### src/rtl/zeroheti_pkg.sv
// Shared types for the debug SBA-to-OBI bridge: request/response records,
// transaction-ID width and the request-path FSM encoding.
package zeroheti_pkg;

  localparam int unsigned AidWidth     = 3;
  // Records are sized for the widest supported bus; narrower instances use the low bits.
  localparam int unsigned MaxAddrWidth = 64;
  localparam int unsigned MaxDataWidth = 64;

  typedef logic [AidWidth-1:0] aid_t;

  typedef struct packed {
    logic [MaxAddrWidth-1:0]   addr;
    logic                      we;
    logic [MaxDataWidth/8-1:0] be;
    logic [MaxDataWidth-1:0]   wdata;
  } sba_req_t;

  typedef struct packed {
    logic                    valid;
    logic [MaxDataWidth-1:0] rdata;
    logic                    err;
    logic                    other_err;
  } sba_resp_t;

  typedef enum logic {
    ST_IDLE,
    ST_ISSUE
  } req_state_e;

endpackage

### src/rtl/zeroheti_dbg_sba_idq.sv
// In-order FIFO of OBI transaction IDs awaiting a response.
module zeroheti_dbg_sba_idq
  import zeroheti_pkg::*;
#(
  parameter int unsigned Depth    = 2,
  parameter int unsigned CntWidth = $clog2(Depth + 1)
) (
  input  logic                clk_i,
  input  logic                rst_i,
  input  logic                push_i,
  input  aid_t                data_i,
  input  logic                pop_i,
  output aid_t                head_o,
  output logic                empty_o,
  output logic                full_o,
  output logic [CntWidth-1:0] count_o
);

  localparam int unsigned PtrWidth = (Depth > 1) ? $clog2(Depth) : 1;

  aid_t                mem [Depth];
  logic [PtrWidth-1:0] wptr;
  logic [PtrWidth-1:0] rptr;
  logic [CntWidth-1:0] count;

  function automatic logic [PtrWidth-1:0] ptr_next(input logic [PtrWidth-1:0] p);
    return (p == PtrWidth'(Depth - 1)) ? '0 : p + PtrWidth'(1);
  endfunction

  // Storage, pointers and occupancy; callers never push when full or pop when empty.
  always_ff @(posedge clk_i) begin
    if (rst_i) begin
      wptr  <= '0;
      rptr  <= '0;
      count <= '0;
      for (int unsigned i = 0; i < Depth; i++) mem[i] <= '0;
    end else begin
      if (push_i) begin
        mem[wptr] <= data_i;
        wptr      <= ptr_next(wptr);
      end
      if (pop_i) rptr <= ptr_next(rptr);
      if (push_i && !pop_i)      count <= count + CntWidth'(1);
      else if (pop_i && !push_i) count <= count - CntWidth'(1);
    end
  end

  assign head_o  = mem[rptr];
  assign empty_o = (count == '0);
  assign full_o  = (count == CntWidth'(Depth));
  assign count_o = count;

endmodule

### src/rtl/zeroheti_dbg_sba_bridge.sv
// Debug-module system-bus-access master to OBI bridge with in-order ID
// tracking. Optional response watchdog: define ZEROHETI_DBG_SBA_TIMEOUT_EN.
module zeroheti_dbg_sba_bridge
  import zeroheti_pkg::*;
#(
  parameter int unsigned AddrWidth      = 32,
  parameter int unsigned DataWidth      = 32,
  parameter int unsigned MaxOutstanding = 2,
  parameter int unsigned TimeoutCycles  = 1024
) (
  input  logic                   clk_i,
  input  logic                   rst_i,
  input  logic                   sba_req_i,
  output logic                   sba_gnt_o,
  input  logic [AddrWidth-1:0]   sba_addr_i,
  input  logic                   sba_we_i,
  input  logic [DataWidth/8-1:0] sba_be_i,
  input  logic [DataWidth-1:0]   sba_wdata_i,
  output logic                   sba_rvalid_o,
  output logic [DataWidth-1:0]   sba_rdata_o,
  output logic                   sba_err_o,
  output logic                   sba_other_err_o,
  output logic                   obi_req_o,
  input  logic                   obi_gnt_i,
  output logic [AddrWidth-1:0]   obi_addr_o,
  output logic                   obi_we_o,
  output logic [DataWidth/8-1:0] obi_be_o,
  output logic [DataWidth-1:0]   obi_wdata_o,
  output logic [AidWidth-1:0]    obi_aid_o,
  input  logic                   obi_rvalid_i,
  input  logic [DataWidth-1:0]   obi_rdata_i,
  input  logic [AidWidth-1:0]    obi_rid_i,
  input  logic                   obi_err_i,
  output logic                   spurious_o
);

  localparam int unsigned CntWidth = $clog2(MaxOutstanding + 1);
  localparam int unsigned BeWidth  = DataWidth / 8;

  if (MaxOutstanding < 1 || MaxOutstanding > 8 || TimeoutCycles < 2 ||
      AddrWidth > MaxAddrWidth || DataWidth > MaxDataWidth || (DataWidth % 8) != 0) begin : g_param_check
    $error("zeroheti_dbg_sba_bridge: unsupported parameter set");
  end

  req_state_e          state_q, state_d;
  sba_req_t            req_q, req_d;
  sba_resp_t           resp_q, resp_d;
  aid_t                aid_q;
  aid_t                head;
  logic                empty;
  logic                idq_full;
  logic [CntWidth-1:0] live;
  logic [CntWidth-1:0] drop_cnt;
  logic [CntWidth:0]   occupancy;
  logic                room;
  logic                push;
  logic                pop;
  logic                accept;
  logic                drop_rsp;
  logic                spur_hit;
  logic                timeout;
  logic                spurious_q;
  logic                unused_pad;

  assign occupancy = {1'b0, live} + {1'b0, drop_cnt};
  assign room      = occupancy < (CntWidth + 1)'(MaxOutstanding);

  assign accept   = obi_rvalid_i && (drop_cnt == '0) && !empty;
  assign drop_rsp = obi_rvalid_i && (drop_cnt != '0);
  assign spur_hit = obi_rvalid_i && (drop_cnt == '0) && empty;
  assign pop      = accept || timeout;

  zeroheti_dbg_sba_idq #(
    .Depth    (MaxOutstanding),
    .CntWidth (CntWidth)
  ) u_idq (
    .clk_i   (clk_i),
    .rst_i   (rst_i),
    .push_i  (push),
    .data_i  (aid_q),
    .pop_i   (pop),
    .head_o  (head),
    .empty_o (empty),
    .full_o  (idq_full),
    .count_o (live)
  );

`ifdef ZEROHETI_DBG_SBA_TIMEOUT_EN
  localparam int unsigned WdWidth = $clog2(TimeoutCycles);

  logic [WdWidth-1:0]  wd_q;
  logic [CntWidth-1:0] drop_q;

  assign timeout  = !obi_rvalid_i && (live != '0) && (wd_q == WdWidth'(TimeoutCycles - 1));
  assign drop_cnt = drop_q;

  // Watchdog: the grant cycle itself counts, so the timeout response lands
  // exactly TimeoutCycles cycles after the OBI grant.
  always_ff @(posedge clk_i) begin
    if (rst_i)                                     wd_q <= '0;
    else if (obi_rvalid_i || (live == '0 && !push)) wd_q <= '0;
    else if (timeout)                              wd_q <= '0;
    else                                           wd_q <= wd_q + WdWidth'(1);
  end

  // Responses still owed for timed-out transactions; they are swallowed on arrival.
  always_ff @(posedge clk_i) begin
    if (rst_i)         drop_q <= '0;
    else if (timeout)  drop_q <= drop_q + CntWidth'(1);
    else if (drop_rsp) drop_q <= drop_q - CntWidth'(1);
  end
`else
  assign timeout  = 1'b0;
  assign drop_cnt = '0;
`endif

  // Request path: accept an SBA request into the register, then hold it on OBI until granted.
  always_comb begin
    state_d   = state_q;
    req_d     = req_q;
    sba_gnt_o = 1'b0;
    push      = 1'b0;
    case (state_q)
      ST_IDLE: begin
        if (!rst_i && sba_req_i && room) begin
          sba_gnt_o                   = 1'b1;
          req_d                       = '0;
          req_d.addr[AddrWidth-1:0]   = sba_addr_i;
          req_d.we                    = sba_we_i;
          req_d.be[BeWidth-1:0]       = sba_be_i;
          req_d.wdata[DataWidth-1:0]  = sba_wdata_i;
          state_d                     = ST_ISSUE;
        end
      end
      ST_ISSUE: begin
        if (obi_gnt_i) begin
          push    = 1'b1;
          state_d = ST_IDLE;
        end
      end
      default: state_d = ST_IDLE;
    endcase
  end

  // Response shaping: one-cycle pulse, data forced to zero when idle.
  always_comb begin
    resp_d = '0;
    if (accept) begin
      resp_d.valid                  = 1'b1;
      resp_d.rdata[DataWidth-1:0]   = obi_rdata_i;
      resp_d.err                    = obi_err_i;
      resp_d.other_err              = (obi_rid_i != head);
    end else if (timeout) begin
      resp_d.valid     = 1'b1;
      resp_d.other_err = 1'b1;
    end
  end

  // State, request/response registers, ID counter and sticky spurious flag.
  always_ff @(posedge clk_i) begin
    if (rst_i) begin
      state_q    <= ST_IDLE;
      req_q      <= '0;
      resp_q     <= '0;
      aid_q      <= '0;
      spurious_q <= 1'b0;
    end else begin
      state_q <= state_d;
      req_q   <= req_d;
      resp_q  <= resp_d;
      if (push)     aid_q      <= aid_q + aid_t'(1);
      if (spur_hit) spurious_q <= 1'b1;
    end
  end

  assign obi_req_o       = (state_q == ST_ISSUE);
  assign obi_addr_o      = req_q.addr[AddrWidth-1:0];
  assign obi_we_o        = req_q.we;
  assign obi_be_o        = req_q.be[BeWidth-1:0];
  assign obi_wdata_o     = req_q.wdata[DataWidth-1:0];
  assign obi_aid_o       = aid_q;
  assign sba_rvalid_o    = resp_q.valid;
  assign sba_rdata_o     = resp_q.rdata[DataWidth-1:0];
  assign sba_err_o       = resp_q.err;
  assign sba_other_err_o = resp_q.other_err;
  assign spurious_o      = spurious_q;

  // Pad bits of the wide package records are never read.
  assign unused_pad = ^{req_q, resp_q, idq_full};

endmodule

### config.mk
export PLATFORM = sky130hd
export DESIGN_NAME = zeroheti_dbg_sba_bridge
export DESIGN_NICKNAME = d
export VERILOG_FILES = /design/src/rtl/zeroheti_pkg.sv /design/src/rtl/zeroheti_dbg_sba_idq.sv /design/src/rtl/zeroheti_dbg_sba_bridge.sv
export SDC_FILE = /design/constraint.sdc
export NUM_CORES = 1
export LEC_CHECK = 0
export CORE_MARGIN = 2
export CORE_UTILIZATION = 35
export DETAILED_ROUTE_END_ITERATION = 12
export DONT_BUFFER_PORTS = 1
export GPL_ROUTABILITY_DRIVEN = 0
export PLACE_DENSITY_LB_ADDON = 0.05
export SLEW_MARGIN = 20
export SYNTH_ARGS = -nofsm -noshare
export SYNTH_HDL_FRONTEND = slang
export SYNTH_SLANG_ARGS = --single-unit
### constraint.sdc
create_clock -name clk_i -period 1.7 [get_ports clk_i]
set_input_delay 0.085 -clock clk_i [delete_from_list [all_inputs] [get_ports clk_i]]
set_output_delay 0.085 -clock clk_i [all_outputs]
set_load 0.02 [all_outputs]
Word level (Yosys, flattened, before mapping) --
Memories as Yosys holds them, arrays and structs flattened. A register that Yosys moved wholly into a read port is not among the register bits. Cells that the tools add are included. W data, S select, Z words.
Word-level totals: bits in registers 113, bits in writable memories 6, input port bits 110, output and inout bits 110, word-level logic and storage cells 60, memories kept 1
Operators by class: $add $sub $neg 5, order comparisons 1, equal/unequal tests 1, muxes and demuxes 21, bitwise operators 2, reduce and logical (&&, ||, !) cells 15
Memory list:
- u_idq.mem | words 2, width 3, rd ports 1, clocked after Yosys merged registers in 1, wr ports 2, RTL line zeroheti_dbg_sba_idq.sv:21 | aid_t mem [Depth];
Operator list (count):
- $mux W1 | 17
- $logic_and A1 B1 Y1 | 6
- $logic_not A1 Y1 | 4
- $mux W2 | 2
- $add A3 B1 Y3 const B | 1
- $mux W3 | 1
- $ne A3 B3 Y1 | 1
- $reduce_or A3 Y1 | 1
- $add A1 B1 Y1 const B | 2
- $add A2 B1 Y2 const B | 1
- $logic_not A2 Y1 | 1
- $lt A2 B2 Y1 const B | 1
- $not A1 Y1 | 2
- $pmux W1 S2 | 1
- $reduce_and A2 Y1 | 1
- $reduce_bool A2 Y1 | 1
- $reduce_or A2 Y1 | 1
- $sub A2 B1 Y2 const B | 1

Depth between registers and ports, before layout --
depth after elaboration 7, gate-level depth with buffers 6, gate-level depth less buffers 6

By module --
A second synthesis with hierarchy kept.
Second synthesis, totals: cells, all modules 440, area, all modules 4192.8 µm²
By module, submodules not included:
- zeroheti_dbg_sba_bridge | times used 1, cells an instance 397, area an instance 3717.3 µm², seq. area each 2182.1 µm²
- zeroheti_dbg_sba_idq | times used 1, cells an instance 43, area an instance 475.5 µm², seq. area each 280.3 µm²

Worst setup path after synthesis --
No wires, ideal clock.
path type register -> register, start reg state_q (netlist: obi_req_o), end reg u_idq.count[1] (netlist: u_idq.count_o[1]), library setup time 0.070 ns, arrival time 1.538 ns, required time 1.630 ns, path slack 0.092 ns, stages on the path, launching flop included 6, path buffers 0, clock period less this slack 1.608 ns, cells stage by stage dfxtp_1 nand2_1 inv_1 ha_1 or3_1 a21oi_1
Between the ends: cells in the longest elaborated chain, start to end 4, elaborated cells on any way between the ends 6, classes of those cells mux: 2; reduce/logical: 4
Ends and longest elaborated chain:
- start: declaration | RTL line zeroheti_dbg_sba_bridge.sv:45 | req_state_e state_q, state_d;
- start signal: assignment | RTL line zeroheti_dbg_sba_bridge.sv:168 | state_q <= state_d;
- $mux W1 * | RTL line zeroheti_dbg_sba_bridge.sv:123 | case (state_q)
- named net push | RTL line zeroheti_dbg_sba_bridge.sv:56 | logic push;
- $logic_not A1 Y1 | RTL line zeroheti_dbg_sba_idq.sv:44 | else if (pop_i && !push_i) count <= count - CntWidth'(1);
- $logic_and A1 B1 Y1 | RTL line zeroheti_dbg_sba_idq.sv:44
- $reduce_bool A2 Y1 (no line)
- end signal: assignment | RTL line zeroheti_dbg_sba_idq.sv:43 | if (push_i && !pop_i) count <= count + CntWidth'(1);
- end signal: assignment | RTL line zeroheti_dbg_sba_idq.sv:44
- end: declaration | RTL line zeroheti_dbg_sba_idq.sv:24 | logic [CntWidth-1:0] count;
The timed path passes the listed nets; every way through them passes the cells marked *. A chain may end at the register's enable or synchronous reset.

Final worst setup path --
start reg u_idq.count[1] (netlist: u_idq.count_o[1]), end out sba_gnt_o
Between the ends: cells in the longest elaborated chain, start to end 4
Ends and longest elaborated chain:
- $lt A2 B2 Y1 | RTL line zeroheti_dbg_sba_bridge.sv:66 | assign room = occupancy < (CntWidth + 1)'(MaxOutstanding);
- $logic_and A1 B1 Y1 | RTL line zeroheti_dbg_sba_bridge.sv:125 | if (!rst_i && sba_req_i && room) begin
- $mux W1 | RTL line zeroheti_dbg_sba_bridge.sv:125
- $mux W1 | RTL line zeroheti_dbg_sba_bridge.sv:123
- end: declaration | RTL line zeroheti_dbg_sba_bridge.sv:14 | output logic sba_gnt_o,
No other way between the ends.

==> results.yml <==
critical_path:
  crit_arrival_ps: 1500
  crit_chain: "nor4b_4, buf_4"
  reg2reg_slack_ps: 190
  r2r-end: "obi_aid_o[1]"
  cp_slowest_stage_delay_ps: 370
  endpoint_kind: "output pin"
  worst_ep_required_time_ps: 1620
  slowest_stage: "nor4b_4"
  path_max_fanout: 27
  critPathTopFamily: "simple AND/OR/NAND/NOR gates"
  worstSetupPathType: "flip-flop to output pin"
  worst-r2r-cell-count: 5
  start_kind: "flip-flop"
  critPathLaunch: "u_idq.count_o[1]"
  reg2reg_from: "obi_req_o"
  cp_num_buf_inv: 1
pwr:
  p_leak_nw: 2.34
  total_power_mw: 8.98
  powerDensity_mw_per_mm2: 1480
  ir_drop_v: 0.000601
yosys:
  synth.avg_cell_area_um2: 9.66
  synth_nets: 547
  synth_commonest_cells: "dfxtp_1 (114), nand2_1 (71), o21ai_0 (70), nand2b_1 (69), and2_1 (39)"
  synth_most_common_cell: "dfxtp_1"
  ys_ff_latch: 120
  synthTopCellsByArea: "dfxtp_1 (54%), nand2b_1 (10%), o21ai_0 (8.3%)"
  yosysWarningCount: 0
  yosysTopAreaCellShare: 0.543
  syn_inst: 435
  ys_seq_area_frac: 0.586
  syn_area_mm2: 0.00420
  synth_edf_count: 6
  synth_area_leader_cell: "dfxtp_1"
  yosys.cell_types.count: 28
  ys.flop_type: "dfxtp_1"
  postSynth.asyncResetShare: 0
floorplanning:
  core_area_mm2: 0.0119
  initial_core_util: 0.354
  die_x_um: 114
  io_pins: 220
  die_y_um: 114
  core.rowCount: 40
  dieArea_mm2: 0.0129
global_route:
  grt_pass1_wl_um: 16000
  antenna_found_initial: 0
  gr-usage-all-layers: 0.161
  grt_max_degree: 114
  gr-total-overflow: 0
  grt_pass1_vias: 3153
cts:
  cts_tree: "yes"
  cts_setup_buffers: 0
  clock_latency_ps: 410
  clockRootBuffer: "clkbuf_16"
  cts_num_sinks: 120
  cts_buffers: 17
  cts_buffer_depth: 2
  clk_pin_slew_ps: 50
  htreeDepth: 4
sta:
  period_needed_ps: 1580
  max_slew.worst_pin.slew_ps: 419
  setup_viol_count_final: 0
  max_slew_margin: 0.720
  fin_worst_skew_ps: 6.61
  fin_setup_tns_ps: 0
  slew_viol_final: 0
  hold_slack_ps: 30.4
  fmax_mhz: 632
  min_period_over_period: 0.931
  rsz0062_at_grt: "no"
  hold_viol_final: 0
worst_hold_path:
  min_path_type: "primary input to flip-flop"
  holdPathStages: 2
  hold_end: "obi_aid_o[0]"
  hp-start: "rst_i"
placed_design:
  numPortBuffers: 0
  dpl.hpwl_um: 6090
drt:
  first_pass_iters: 4
  wl_per_cell_um: 14.7
  vias: 3194
  viasPerCell: 4.55
  ant_nets: 0
  first_iter_violations: 176
  finalWirelength_um: 10300
  drc_errors: 0
layout:
  antenna_cells: 0
  area_delta_synth_final_pct: 44.3
  nets: 654
  drive_above_1_share: 0.0775
flow_run:
  max_cap_viol_count: 0
outcome:
  outcome: "finished clean"
-- state kept, by name (all words and copies together) (netlist names), 2 cells and up, named ones only --
name / count
sba_rdata_o: 32
u_idq.count_o: 2
obi_wdata_o: 32
obi_be_o: 4
obi_aid_o: 3
obi_addr_o: 32
u_idq.mem: 6
-- worst max path at each step --
stage               cells after the start          endpoint  slack (ps)
finish                                  2         sba_gnt_o         120
global route                            2         sba_gnt_o          10
CTS                                     2         sba_gnt_o          60
detailed placement                      5  u_idq.count_o[1]         240
global placement                        3   u_idq.mem[1][2]         250
floorplan                               5  u_idq.count_o[1]          90
-- worst reg2reg max path, cell delays in order (launching register included) --
cell,delay (ps)
dfxtp_1,380
nand2_1,160
buf_4,180
nand2_1,60
a21oi_1,60
dlygate4sd3_1,550
-- placed cells by master, fill, tap and decap left out, drive strengths merged, types with 2 or more instances in the layout --
master,n
nor2,9
mux2i,3
clkbuf,25
nand2b,69
o21ai,71
clkinv,2
edfxtp,6
ha,2
xor2,6
and2,39
bufinv,5
or2,2
dlygate4sd3,108
dfxtp,114
nor3b,2
buf,7
nand2,71
xnor2,3
nand3,2
a21oi,3
-- layout make-up --
cell class / instances / area, um2
timing repair buffer: 115 / 1170
multi-input combinational: 287 / 1580
clock buffer: 25 / 515
tap: 147 / 184
clock inverter: 7 / 160
inverter: 1 / 3.75
fill: 1069 / 5790
sequential: 120 / 2460
-- cell families (layout without fill, tap and decap cells) --
family,Yosys count,count (layout),share of synthesized area
DFF,120,120,0.586
adders and majority gates,2,2,0.00595
muxes,3,3,0.00714
buffers and inverters,28,148,0.0396
xor gates and xnor gates,9,9,0.0188
and+or+nand+nor,197,197,0.250
AOI/OAI and AO/OA,76,76,0.0929
-- what timing repair did --
item / CTS / global route
hold buffers: 109 / 0
setup endpoints to repair: 0 / 1
resized for setup: 0 / 1
hold endpoints to repair: 120 / 0
-- power breakdown --
| group | switching [mW] | internal [mW] | leakage [nW] | total, mW |
|---|---|---|---|---|
| sequential | 0.741 | 3.26 | 0.996 | 4.00 |
| combinational | 0.469 | 0.485 | 1.01 | 0.954 |
| clock | 1.19 | 2.83 | 0.333 | 4.02 |
-- per-stage QoR --
step	setup WS [ps]	utilization	instance area, um2	std cells
after floorplan	92.4	-	4200	435
after global routing	10.3	0.512	6070	702
final	117	0.512	6070	702
after detailed placement	236	0.361	4280	561
after CTS	62.3	0.511	6070	702
after global placement	250	0.361	4280	561
-- per-layer routing --
layer | routed length, um | global-route usage | up-vias
met5 | 0 | 0 | -
met4 | 170 | 0.0756 | 0
met3 | 1030 | 0.0770 | 13
met2 | 5000 | 0.267 | 150
met1 | 4100 | 0.174 | 1420
li1 | - | - | 1611
No activity file was read; power rests on OpenSTA's default activity.
